[src/rtl/serial_ctrl_pkg.sv]
// Shared types and defaults for the character-serial send/receive blocks.
package serial_ctrl_pkg;

   // Character frame: start, 8 data, stop.
   localparam int FRAME_BITS_DEF = 10;
   // Width of the transmitter's bit-in-character count.
   localparam int BIC_W          = 4;

   typedef enum logic [1:0] {
      IDLE = 2'd0,
      LOAD = 2'd1,
      SEND = 2'd2,
      GAP  = 2'd3
   } sched_state_e;

   // One-hot winner of a 2-way round-robin: a lone requester always wins,
   // a tie goes to whoever was not granted last.
   function automatic logic [1:0] rr_pick(input logic [1:0] req, input logic last_grant);
      logic [1:0] g;
      g = req;
      if (req == 2'b11) g = last_grant ? 2'b01 : 2'b10;
      return g;
   endfunction

endpackage

[src/rtl/tx_frame_scheduler_if.sv]
// Requester / transmitter handshake bundle around tx_frame_scheduler.
interface tx_frame_scheduler_if
   import serial_ctrl_pkg::*;
();
   logic [1:0]       req;
   logic [7:0]       data0;
   logic [7:0]       data1;
   logic [1:0]       ack;
   logic             tx_load;
   logic             tx_transmit;
   logic [7:0]       tx_data;
   logic [BIC_W-1:0] tx_bic;
   logic             busy;
   logic             frame_done;
   logic             timeout;

   // Scheduler side.
   modport slave (
      input  req, data0, data1, tx_bic,
      output ack, tx_load, tx_transmit, tx_data, busy, frame_done, timeout
   );

   // Requesters plus transmitter side.
   modport master (
      output req, data0, data1, tx_bic,
      input  ack, tx_load, tx_transmit, tx_data, busy, frame_done, timeout
   );
endinterface

[src/rtl/rr_arbiter2.sv]
// Two-way round-robin grant; remembers the last accepted winner.
module rr_arbiter2
   import serial_ctrl_pkg::*;
(
   input  logic       clk,
   input  logic       rst,
   input  logic [1:0] req,
   input  logic       accept,
   output logic [1:0] gnt
);
   logic last_grant_q, last_grant_d;

   // Winner from current requests; history only moves on an accepted grant.
   always_comb begin
      gnt          = rr_pick(req, last_grant_q);
      last_grant_d = last_grant_q;
      if (accept && (gnt != 2'b00)) last_grant_d = gnt[1];
   end

   // last_grant resets to 1 so requester 0 wins the first tie.
   always_ff @(posedge clk or posedge rst) begin
      if (rst) last_grant_q <= 1'b1;
      else     last_grant_q <= last_grant_d;
   end
endmodule

[src/rtl/tx_frame_scheduler.sv]
// Shares the character-serial transmitter between two byte sources:
// arbitrates, latches the byte, runs load/transmit and watches tx_bic
// for the end of the frame, then enforces an inter-frame gap.
module tx_frame_scheduler
   import serial_ctrl_pkg::*;
#(
   parameter int FRAME_BITS     = FRAME_BITS_DEF,
   parameter int GAP_CYCLES     = 2,
   parameter int TIMEOUT_CYCLES = 4096
)(
   input logic                  clk,
   input logic                  reset,
   tx_frame_scheduler_if.slave  bus
);
   localparam int               TMO_W    = $clog2(TIMEOUT_CYCLES + 1);
   localparam int               GAP_W    = (GAP_CYCLES > 1) ? $clog2(GAP_CYCLES) : 1;
   localparam int               GAP_LAST = (GAP_CYCLES > 0) ? GAP_CYCLES - 1 : 0;
   localparam logic [BIC_W-1:0] BIC_LAST = BIC_W'(FRAME_BITS - 1);
   localparam logic [TMO_W-1:0] TMO_LAST = TMO_W'(TIMEOUT_CYCLES - 1);
   localparam logic [TMO_W-1:0] TMO_MAX  = {TMO_W{1'b1}};

   sched_state_e     state_q, state_d;
   logic [1:0]       ack_q, ack_d;
   logic             tx_load_q, tx_load_d;
   logic             tx_transmit_q, tx_transmit_d;
   logic [7:0]       tx_data_q, tx_data_d;
   logic             busy_q, busy_d;
   logic             frame_done_q, frame_done_d;
   logic             timeout_q, timeout_d;
   logic [BIC_W-1:0] bic_prev_q, bic_prev_d;
   logic [TMO_W-1:0] tmo_cnt_q, tmo_cnt_d;
   logic [GAP_W-1:0] gap_cnt_q, gap_cnt_d;

   logic [1:0]       gnt;
   logic             accept;
   logic             done;

   // Grants are only taken in IDLE, so a requester that keeps req high for
   // a cycle after its ack cannot be accepted twice.
   assign accept = (state_q == IDLE) && (bus.req != 2'b00);

   // Frame ends on the counter wrap only; a drop to 0 from any other count
   // is a glitch, not a completion.
   assign done = (bic_prev_q == BIC_LAST) && (bus.tx_bic == '0);

   rr_arbiter2 u_arb (
      .clk    (clk),
      .rst    (reset),
      .req    (bus.req),
      .accept (accept),
      .gnt    (gnt)
   );

   // Next-state and next-output logic; every output is registered below.
   always_comb begin
      state_d       = state_q;
      ack_d         = 2'b00;
      tx_load_d     = 1'b0;
      tx_transmit_d = 1'b0;
      tx_data_d     = tx_data_q;
      frame_done_d  = 1'b0;
      timeout_d     = 1'b0;
      bic_prev_d    = bic_prev_q;
      tmo_cnt_d     = tmo_cnt_q;
      gap_cnt_d     = gap_cnt_q;

      case (state_q)
         IDLE: begin
            if (accept) begin
               state_d   = LOAD;
               ack_d     = gnt;
               tx_load_d = 1'b1;
               tx_data_d = gnt[1] ? bus.data1 : bus.data0;
            end
         end

         LOAD: begin
            state_d       = SEND;
            tx_transmit_d = 1'b1;
            tmo_cnt_d     = '0;
            bic_prev_d    = '0;
         end

         SEND: begin
            bic_prev_d = bus.tx_bic;
            if (done) begin
               frame_done_d = 1'b1;
               gap_cnt_d    = '0;
               state_d      = (GAP_CYCLES == 0) ? IDLE : GAP;
            end else if (tmo_cnt_q == TMO_LAST) begin
               timeout_d = 1'b1;
               state_d   = IDLE;
            end else begin
               tx_transmit_d = 1'b1;
               // Saturate rather than wrap.
               if (tmo_cnt_q != TMO_MAX) tmo_cnt_d = tmo_cnt_q + 1'b1;
            end
         end

         GAP: begin
            if (gap_cnt_q == GAP_W'(GAP_LAST)) state_d = IDLE;
            else                               gap_cnt_d = gap_cnt_q + 1'b1;
         end

         default: state_d = IDLE;
      endcase

      busy_d = (state_d != IDLE);
   end

   // State, counters, byte latch and registered outputs.
   always_ff @(posedge clk or posedge reset) begin
      if (reset) begin
         state_q       <= IDLE;
         ack_q         <= 2'b00;
         tx_load_q     <= 1'b0;
         tx_transmit_q <= 1'b0;
         tx_data_q     <= 8'h00;
         busy_q        <= 1'b0;
         frame_done_q  <= 1'b0;
         timeout_q     <= 1'b0;
         bic_prev_q    <= '0;
         tmo_cnt_q     <= '0;
         gap_cnt_q     <= '0;
      end else begin
         state_q       <= state_d;
         ack_q         <= ack_d;
         tx_load_q     <= tx_load_d;
         tx_transmit_q <= tx_transmit_d;
         tx_data_q     <= tx_data_d;
         busy_q        <= busy_d;
         frame_done_q  <= frame_done_d;
         timeout_q     <= timeout_d;
         bic_prev_q    <= bic_prev_d;
         tmo_cnt_q     <= tmo_cnt_d;
         gap_cnt_q     <= gap_cnt_d;
      end
   end

   assign bus.ack         = ack_q;
   assign bus.tx_load     = tx_load_q;
   assign bus.tx_transmit = tx_transmit_q;
   assign bus.tx_data     = tx_data_q;
   assign bus.busy        = busy_q;
   assign bus.frame_done  = frame_done_q;
   assign bus.timeout     = timeout_q;
endmodule

[src/flat_wrapper.sv]
// flat-port wrapper written by rule: the top's interface ports become plain ports
module tx_frame_scheduler_flat import serial_ctrl_pkg::*;
#(
   parameter int FRAME_BITS     = FRAME_BITS_DEF,
   parameter int GAP_CYCLES     = 2,
   parameter int TIMEOUT_CYCLES = 4096
)
  (clk, reset, bus_req, bus_data0, bus_data1, bus_tx_bic, bus_ack, bus_tx_load, bus_tx_transmit, bus_tx_data, bus_busy, bus_frame_done, bus_timeout);
  tx_frame_scheduler_if bus_i ();
  input logic clk;
  input logic reset;
  input wire logic [$bits(bus_i.req)-1:0] bus_req;
  input wire logic [$bits(bus_i.data0)-1:0] bus_data0;
  input wire logic [$bits(bus_i.data1)-1:0] bus_data1;
  input wire logic [$bits(bus_i.tx_bic)-1:0] bus_tx_bic;
  output wire logic [$bits(bus_i.ack)-1:0] bus_ack;
  output wire logic [$bits(bus_i.tx_load)-1:0] bus_tx_load;
  output wire logic [$bits(bus_i.tx_transmit)-1:0] bus_tx_transmit;
  output wire logic [$bits(bus_i.tx_data)-1:0] bus_tx_data;
  output wire logic [$bits(bus_i.busy)-1:0] bus_busy;
  output wire logic [$bits(bus_i.frame_done)-1:0] bus_frame_done;
  output wire logic [$bits(bus_i.timeout)-1:0] bus_timeout;
  assign bus_i.req = bus_req;
  assign bus_i.data0 = bus_data0;
  assign bus_i.data1 = bus_data1;
  assign bus_i.tx_bic = bus_tx_bic;
  assign bus_ack = bus_i.ack;
  assign bus_tx_load = bus_i.tx_load;
  assign bus_tx_transmit = bus_i.tx_transmit;
  assign bus_tx_data = bus_i.tx_data;
  assign bus_busy = bus_i.busy;
  assign bus_frame_done = bus_i.frame_done;
  assign bus_timeout = bus_i.timeout;
  tx_frame_scheduler #(.FRAME_BITS(FRAME_BITS), .GAP_CYCLES(GAP_CYCLES), .TIMEOUT_CYCLES(TIMEOUT_CYCLES)) u_core (.clk(clk), .reset(reset), .bus(bus_i));
endmodule
[config.mk]
export PLATFORM = sky130hd
export DESIGN_NAME = tx_frame_scheduler_flat
export DESIGN_NICKNAME = d
export VERILOG_FILES = /design/src/rtl/serial_ctrl_pkg.sv /design/src/rtl/tx_frame_scheduler_if.sv /design/src/rtl/rr_arbiter2.sv /design/src/rtl/tx_frame_scheduler.sv /design/src/flat_wrapper.sv
export SDC_FILE = /design/constraint.sdc
export NUM_CORES = 1
export LEC_CHECK = 0
export BUFFER_PORTS_ARGS = -buffer_cell sky130_fd_sc_hd__buf_2
export CAP_MARGIN = 10
export CORE_ASPECT_RATIO = 1.1
export CORE_MARGIN = 10
export CORE_UTILIZATION = 48
export CTS_BUF_LIST = sky130_fd_sc_hd__clkbuf_8 sky130_fd_sc_hd__clkbuf_16
export DETAILED_ROUTE_END_ITERATION = 12
export HOLD_SLACK_MARGIN = 0.08
export MAX_ROUTING_LAYER = met4
export PLACE_DENSITY = 0.8
export REMOVE_ABC_BUFFERS = 1
export SETUP_SLACK_MARGIN = 0.3
export SKIP_LAST_GASP = 1
export SLEW_MARGIN = 20
export SYNTH_ARGS = -nofsm -noshare
export SYNTH_HDL_FRONTEND = slang
export SYNTH_SLANG_ARGS = --single-unit
export TNS_END_PERCENT = 1
[constraint.sdc]
create_clock -name clk -period 1.65 [get_ports clk]
set_input_delay 0.0825 -clock clk [delete_from_list [all_inputs] [get_ports clk]]
set_output_delay 0.0825 -clock clk [all_outputs]
set_load 0.01 [all_outputs]
; Yosys cells after proc, flatten, opt, wreduce, memory -nomap -nowiden
; Cells that the tools add are included.
[totals]
register_bits = 36
in_bits = 24
output_inout_bits = 15
wordCells = 66
[classes]
n_addsub = 2
n_eq_ne = 11
n_mux = 28
n_reduce_logical = 13
[op_table]
columns = cell, count
row1 = 2-to-1 mux 13 bit, 3
row2 = case mux 13 bit (2 select lines), 1
row3 = 2-to-1 mux 2 bit, 8
row4 = "adder 13 x 1 -> 13 bit, second input constant", 1
row5 = "equality test 13 x 12 -> 1 bit, second input constant", 1
row6 = "!= test 13 bit, second input constant", 1
row7 = 2-to-1 mux 1 bit, 11
row8 = nonzero test 2 bit, 5
row9 = 2-to-1 mux 8 bit, 1
row10 = case mux 2 bit (4 select lines), 1
row11 = case mux 4 bit (2 select lines), 1
row12 = "equality test 2 bit, second input constant", 3
row13 = "equality test 4 bit, second input constant", 1
row14 = logical NOT 4 bit, 1
row15 = "!= test 2 x 1 -> 1 bit, second input constant", 2
row16 = "!= test 2 bit, second input constant", 2
row17 = case mux 1 bit (2 select lines), 2
row18 = AND reduction 2 bit, 2
row19 = AND reduction 4 bit, 1
row20 = logical AND 1 bit, 3
row21 = "equality test 2 x 1 -> 1 bit, second input constant", 1
row22 = logical NOT 2 bit, 1
row23 = "adder 1 bit, second input constant", 1

; Logic depth before layout (Yosys ltp)
[logic_depth]
word_depth = 5
ltp_mapped = 7
mapped_depth_nobuf = 6

; Modules after synthesis
; Synthesis repeated with hierarchy kept, for this count alone.
[unflattened]
cells_unflattened = 177
hier_area_um2 = 1833.0
[modules_own_cells]
columns = mod, n_inst, cells_per_inst, area_per_inst_um2, seq_area_each_um2
row1 = tx_frame_scheduler, 1, 170, 1773.0, 875.8
row2 = rr_arbiter2, 1, 7, 60.1, 26.3

; Worst setup path before layout
; OpenSTA, ideal clock, no wires.
[synth_timing]
path_kind = register -> register
start = reg u_core.state_q[0]
end = reg u_core.tmo_cnt_q[10]
setup_time_ps = 77
t_arrival_ps = 1663
required_time_ps = 1573
path_slack_ps = -90
path_stages_with_launch = 7
n_path_buf = 1
synth_period_minus_slack_ps = 1740
cell_sequence = dfrtp_1 > inv_1 > ha_1 > buf_2 > a21bo_2 > or4_1 > a21oi_1
[synth_between]
elab_chain_cells = 3
word_cells_on_any_way = 8
cone_classes = eq/ne: 5 / mux: 1 / reduce/logical: 2
[synth_rtl]
columns = item, line
row1 = start: declaration, tx_frame_scheduler.sv:22  ; sched_state_e state_q, state_d;
row2 = start signal: assignment, tx_frame_scheduler.sv:126  ; state_q <= state_d;
row3 = equality test 2 bit / equality test 2 x 1 -> 1 bit (equally long branches), tx_frame_scheduler.sv:67  ; case (state_q)
row4 = != test 2 bit (no source line) (tied with other cells), n/a
row5 = AND reduction 4 bit (no source line), n/a
row6 = end signal: assignment, tx_frame_scheduler.sv:135  ; tmo_cnt_q <= tmo_cnt_d;
row7 = end: declaration, tx_frame_scheduler.sv:31  ; logic [TMO_W-1:0] tmo_cnt_q, tmo_cnt_d;
; Several ways; a longest one is shown, not always the timed one.
; A chain may end at the register's enable or synchronous reset.

; Worst setup path in the final report
[layout_timing]
start = reg u_core.tmo_cnt_q[1]
end = reg u_core.busy_q (netlist: u_core.bus.busy)
[layout_between]
elab_chain_cells = 5
[layout_rtl]
columns = item, line
row1 = equality test 13 x 12 -> 1 bit, tx_frame_scheduler.sv:90  ; end else if (tmo_cnt_q == TMO_LAST) begin
row2 = 2-to-1 mux 2 bit, tx_frame_scheduler.sv:90
row3 = 2-to-1 mux 2 bit, tx_frame_scheduler.sv:86  ; if (done) begin
row4 = case mux 2 bit (4 select lines), tx_frame_scheduler.sv:67
row5 = nonzero test 2 bit, tx_frame_scheduler.sv:108  ; busy_d = (state_d != IDLE);
row6 = named net u_core.busy_d, tx_frame_scheduler.sv:27  ; logic busy_q, busy_d;
row7 = end signal: assignment, tx_frame_scheduler.sv:131  ; busy_q <= busy_d;
row8 = end: declaration, tx_frame_scheduler.sv:27
; The timed path passes the listed nets, and every way through them passes these cells.

==> results.json <==
{
  "outcome": "finished, final reports clean",
  "powerDensity_mw_per_mm2": 1400,
  "final_common_cell": "buf_2",
  "multi_input_area_um2": 842,
  "grt_pass1_wl_um": 7250,
  "core_area_mm2": 0.00360,
  "min_path_type": "input pin to register",
  "dr.pass1.iters": 4,
  "finalCriticalPeriod_ns": 1.58,
  "r2r_start": "u_core.tmo_cnt_q[1]",
  "dr.first_iter.drc_count": 91,
  "clk_pin_slew_ns": 0.07,
  "htree_num_levels": 2,
  "rsz0062_at_grt": "true",
  "dp.cells": 260,
  "seqPwrFrac_pct": 37.8,
  "power.share.clock_pct": 22.3,
  "start_util_pct": 49.3,
  "crit_path_max_fanout": 5,
  "maxCapViolCount": 0,
  "final.setup_skew_ns": 0.00647,
  "fill_cells": 271,
  "num_io_pins": 39,
  "core.rowCount": 23,
  "final_util_pct": 67.2,
  "r2r-end": "u_core.bus.busy",
  "clock_latency_ns": 0.29,
  "cts_tree": "yes",
  "max-vdd-ir-drop_mv": 0.770,
  "io_buffer_count": 38,
  "rr_worst_depth": 5,
  "wl_um": 4130,
  "worstPathArrival_ns": 1.76,
  "die_x_um": 78.0,
  "synth_seq_cells": 36,
  "antenna_found_initial": 0,
  "regArea_um2": 903,
  "clock_sinks": 36,
  "finalCritPeriodShare_pct": 95.9,
  "ys.flop_type": "dfrtp_1",
  "final_cells": 282,
  "viasPerCell": 5.29,
  "criticalPathCategory": "register to register",
  "final_layout_size_suffix_gt1_share_pct": 36.2,
  "cts-root-buf": "clkbuf_8",
  "wl_per_cell_um": 14.6,
  "synthArstFlopShare_pct": 100,
  "p_comb_share_pct": 39.9,
  "max_slew_margin_pct": 61.2,
  "grt_remaining_overflow": 0,
  "swShare_pct": 35.3,
  "cts_buffers": 5,
  "drcViolationCount": 0,
  "end_kind": "register",
  "hold_start": "bus_tx_bic[2]",
  "ys_warn_count": 0,
  "place.gp.congestion": 0.862,
  "whs_endpoint": "u_core.bic_prev_q[2]",
  "worst_slew_pin_slew_ns": 0.579,
  "fin_setup_tns_ns": 0,
  "holdPathStages": 3,
  "internal_power_w": 0.00218,
  "synthCells": 168,
  "layout.nets": 260,
  "synth.avg_cell_area_um2": 10.6,
  "rrSetupSlack_ns": 0.07,
  "worst_ep_required_time_ns": 1.83,
  "vias": 1493,
  "area_delta_synth_final_pct": 36.2,
  "clockBufferDepth": 2,
  "max_freq_mhz": 632,
  "setup_viol": 0,
  "grt_max_degree": 37,
  "grt_util_all_layers_pct": 13.9,
  "synth_edf_count": 0,
  "leakage_nw": 1.20,
  "p_switching_w": 0.00119,
  "synth_cell_type_count": 43,
  "ant_nets": 0,
  "die_h_um": 83.8,
  "place_hpwl_um": 2830,
  "die_area_mm2": 0.00653,
  "antennaDiodeCount": 0,
  "layout_common_cells": "38 x buf_2, 34 x dfrtp_1, 19 x nand2_1",
  "slew_viol_final": 0,
  "start_kind": "register",
  "grt_pass1_vias": 1604,
  "yosysSeqAreaShare_pct": 50.8,
  "hold_viol": 0,
  "netlist_area_mm2": 0.00177
}
per-layer routing:
layer | track usage, % | routed length [um] | up-vias | share of wire, %
met1 | 14.9 | 1660 | 736 | 40
met5 | - | 0 | - | 0
met2 | 23.6 | 2180 | 31 | 53
met4 | 4.08 | 59 | 0 | 1.4
met3 | 5.06 | 222 | 7 | 5.4
li1 | - | - | 719 | -
Yosys cell counts, drive strengths merged, types with 2 or more instances:
cell type / count / area share (%)
ha: 5 / 3.5
buf: 5 / 1.9
o21ai: 15 / 4.2
o311ai: 4 / 2.0
nand4: 3 / 1.9
a21o: 2 / 0.85
a21oi: 3 / 0.85
mux2i: 14 / 7.9
nor2: 3 / 0.63
o41ai: 4 / 2.0
inv: 14 / 3.0
a211oi: 2 / 1.1
and2: 2 / 0.71
and4: 3 / 1.5
nand2: 21 / 4.6
nand3: 10 / 2.8
dfrtp: 35 / 49
clkbuf: 4 / 0.85
and3: 3 / 1.4
through the flow:
stage	hold slack (ns)	worst slack [ns]	power, W	cell area (um2)
2_1_floorplan	0.168	-0.157	0.00202	1730
3_3_place_gp	0.204	0.0448	0.00248	2090
3_5_place_dp	0.212	0.00265	0.00252	2090
4_1_cts	0.0828	0.0778	0.00338	2410
5_1_grt	0.0885	-0.0169	0.00364	2420
6_report	0.0778	0.0682	0.00337	2420
how the worst max path moves through the flow:
stage / start / endpoint / slack, ns / depth (start not counted)
finish: u_core.tmo_cnt_q[1] / u_core.bus.busy / 0.07 / 5
global route: u_core.tmo_cnt_q[1] / u_core.bus.busy / -0.02 / 5
CTS: u_core.tmo_cnt_q[0] / u_core.bus.busy / 0.08 / 5
detailed placement: u_core.tmo_cnt_q[1] / u_core.tmo_cnt_q[3] / 0.003 / 5
global placement: u_core.bic_prev_q[0] / u_core.tmo_cnt_q[10] / 0.04 / 5
floorplan: u_core.state_q[0] / u_core.tmo_cnt_q[10] / -0.16 / 5
cells by family (layout without fill, tap and decap cells):
kind of cell	count (synthesis)	count (layout)	share of synthesized area (%)
AND/OR/NAND/NOR	52	52	17.3
AO/OA/AOI/OAI	38	38	14.7
flip-flops	36	36	50.8
buffers and inverters	23	87	5.71
multiplexers	14	14	7.90
adder cells (fa/ha/maj)	5	5	3.53
critical path, cell delays in order, from the launching register on:
cell	delay, ns
dfrtp_1	0.36
ha_1	0.17
and3_4	0.24
nand4_4	0.08
a221o_1	0.35
a211o_1	0.27
sequential cells by signal (all words and copies together), names as in the netlist:
register and count:
u_core.tmo_cnt_q 13, u_core.bus.tx_data 8, u_core.bic_prev_q 4, u_core.bus.ack 2
u_core.state_q 2, u_core.bus.busy 1, u_core.bus.frame_done 1, u_core.bus.timeout 1
u_core.bus.tx_load 1, u_core.bus.tx_transmit 1, u_core.gap_cnt_q 1, u_core.u_arb.last_grant_q 1
area by class of cell:
type | count | share of cell area, %
inverters | 14 | 2.17
flip-flops and latches | 36 | 37.4
well taps | 50 | 2.59
clock buffers | 5 | 2.85
multi-input cells | 109 | 34.8
repair buffers | 65 | 18.6
clock inverters | 3 | 1.60
power groups by stage:
stage | registers, W | logic (W) | clock network [W]
floorplan | 0.00135 | 0.000669 | 0
global placement | 0.00128 | 0.00120 | 0
detailed placement | 0.00129 | 0.00122 | 0
CTS | 0.00127 | 0.00134 | 0.000766
global route | 0.00130 | 0.00153 | 0.000810
finish | 0.00128 | 0.00135 | 0.000753
repair_timing:
| item | 4_1_cts | 5_1_grt |
|---|---|---|
| hold buffers | 11 | 0 |
| pin swaps | 9 | 1 |
| hold endpoints to repair | 41 | 0 |
| resized for setup | 16 | 2 |
| gates cloned | 0 | 0 |
| buffers inserted | 3 | 0 |
| endpoints found under the setup margin | 28 | 28 |
No activity file was read; power rests on OpenSTA's default activity.
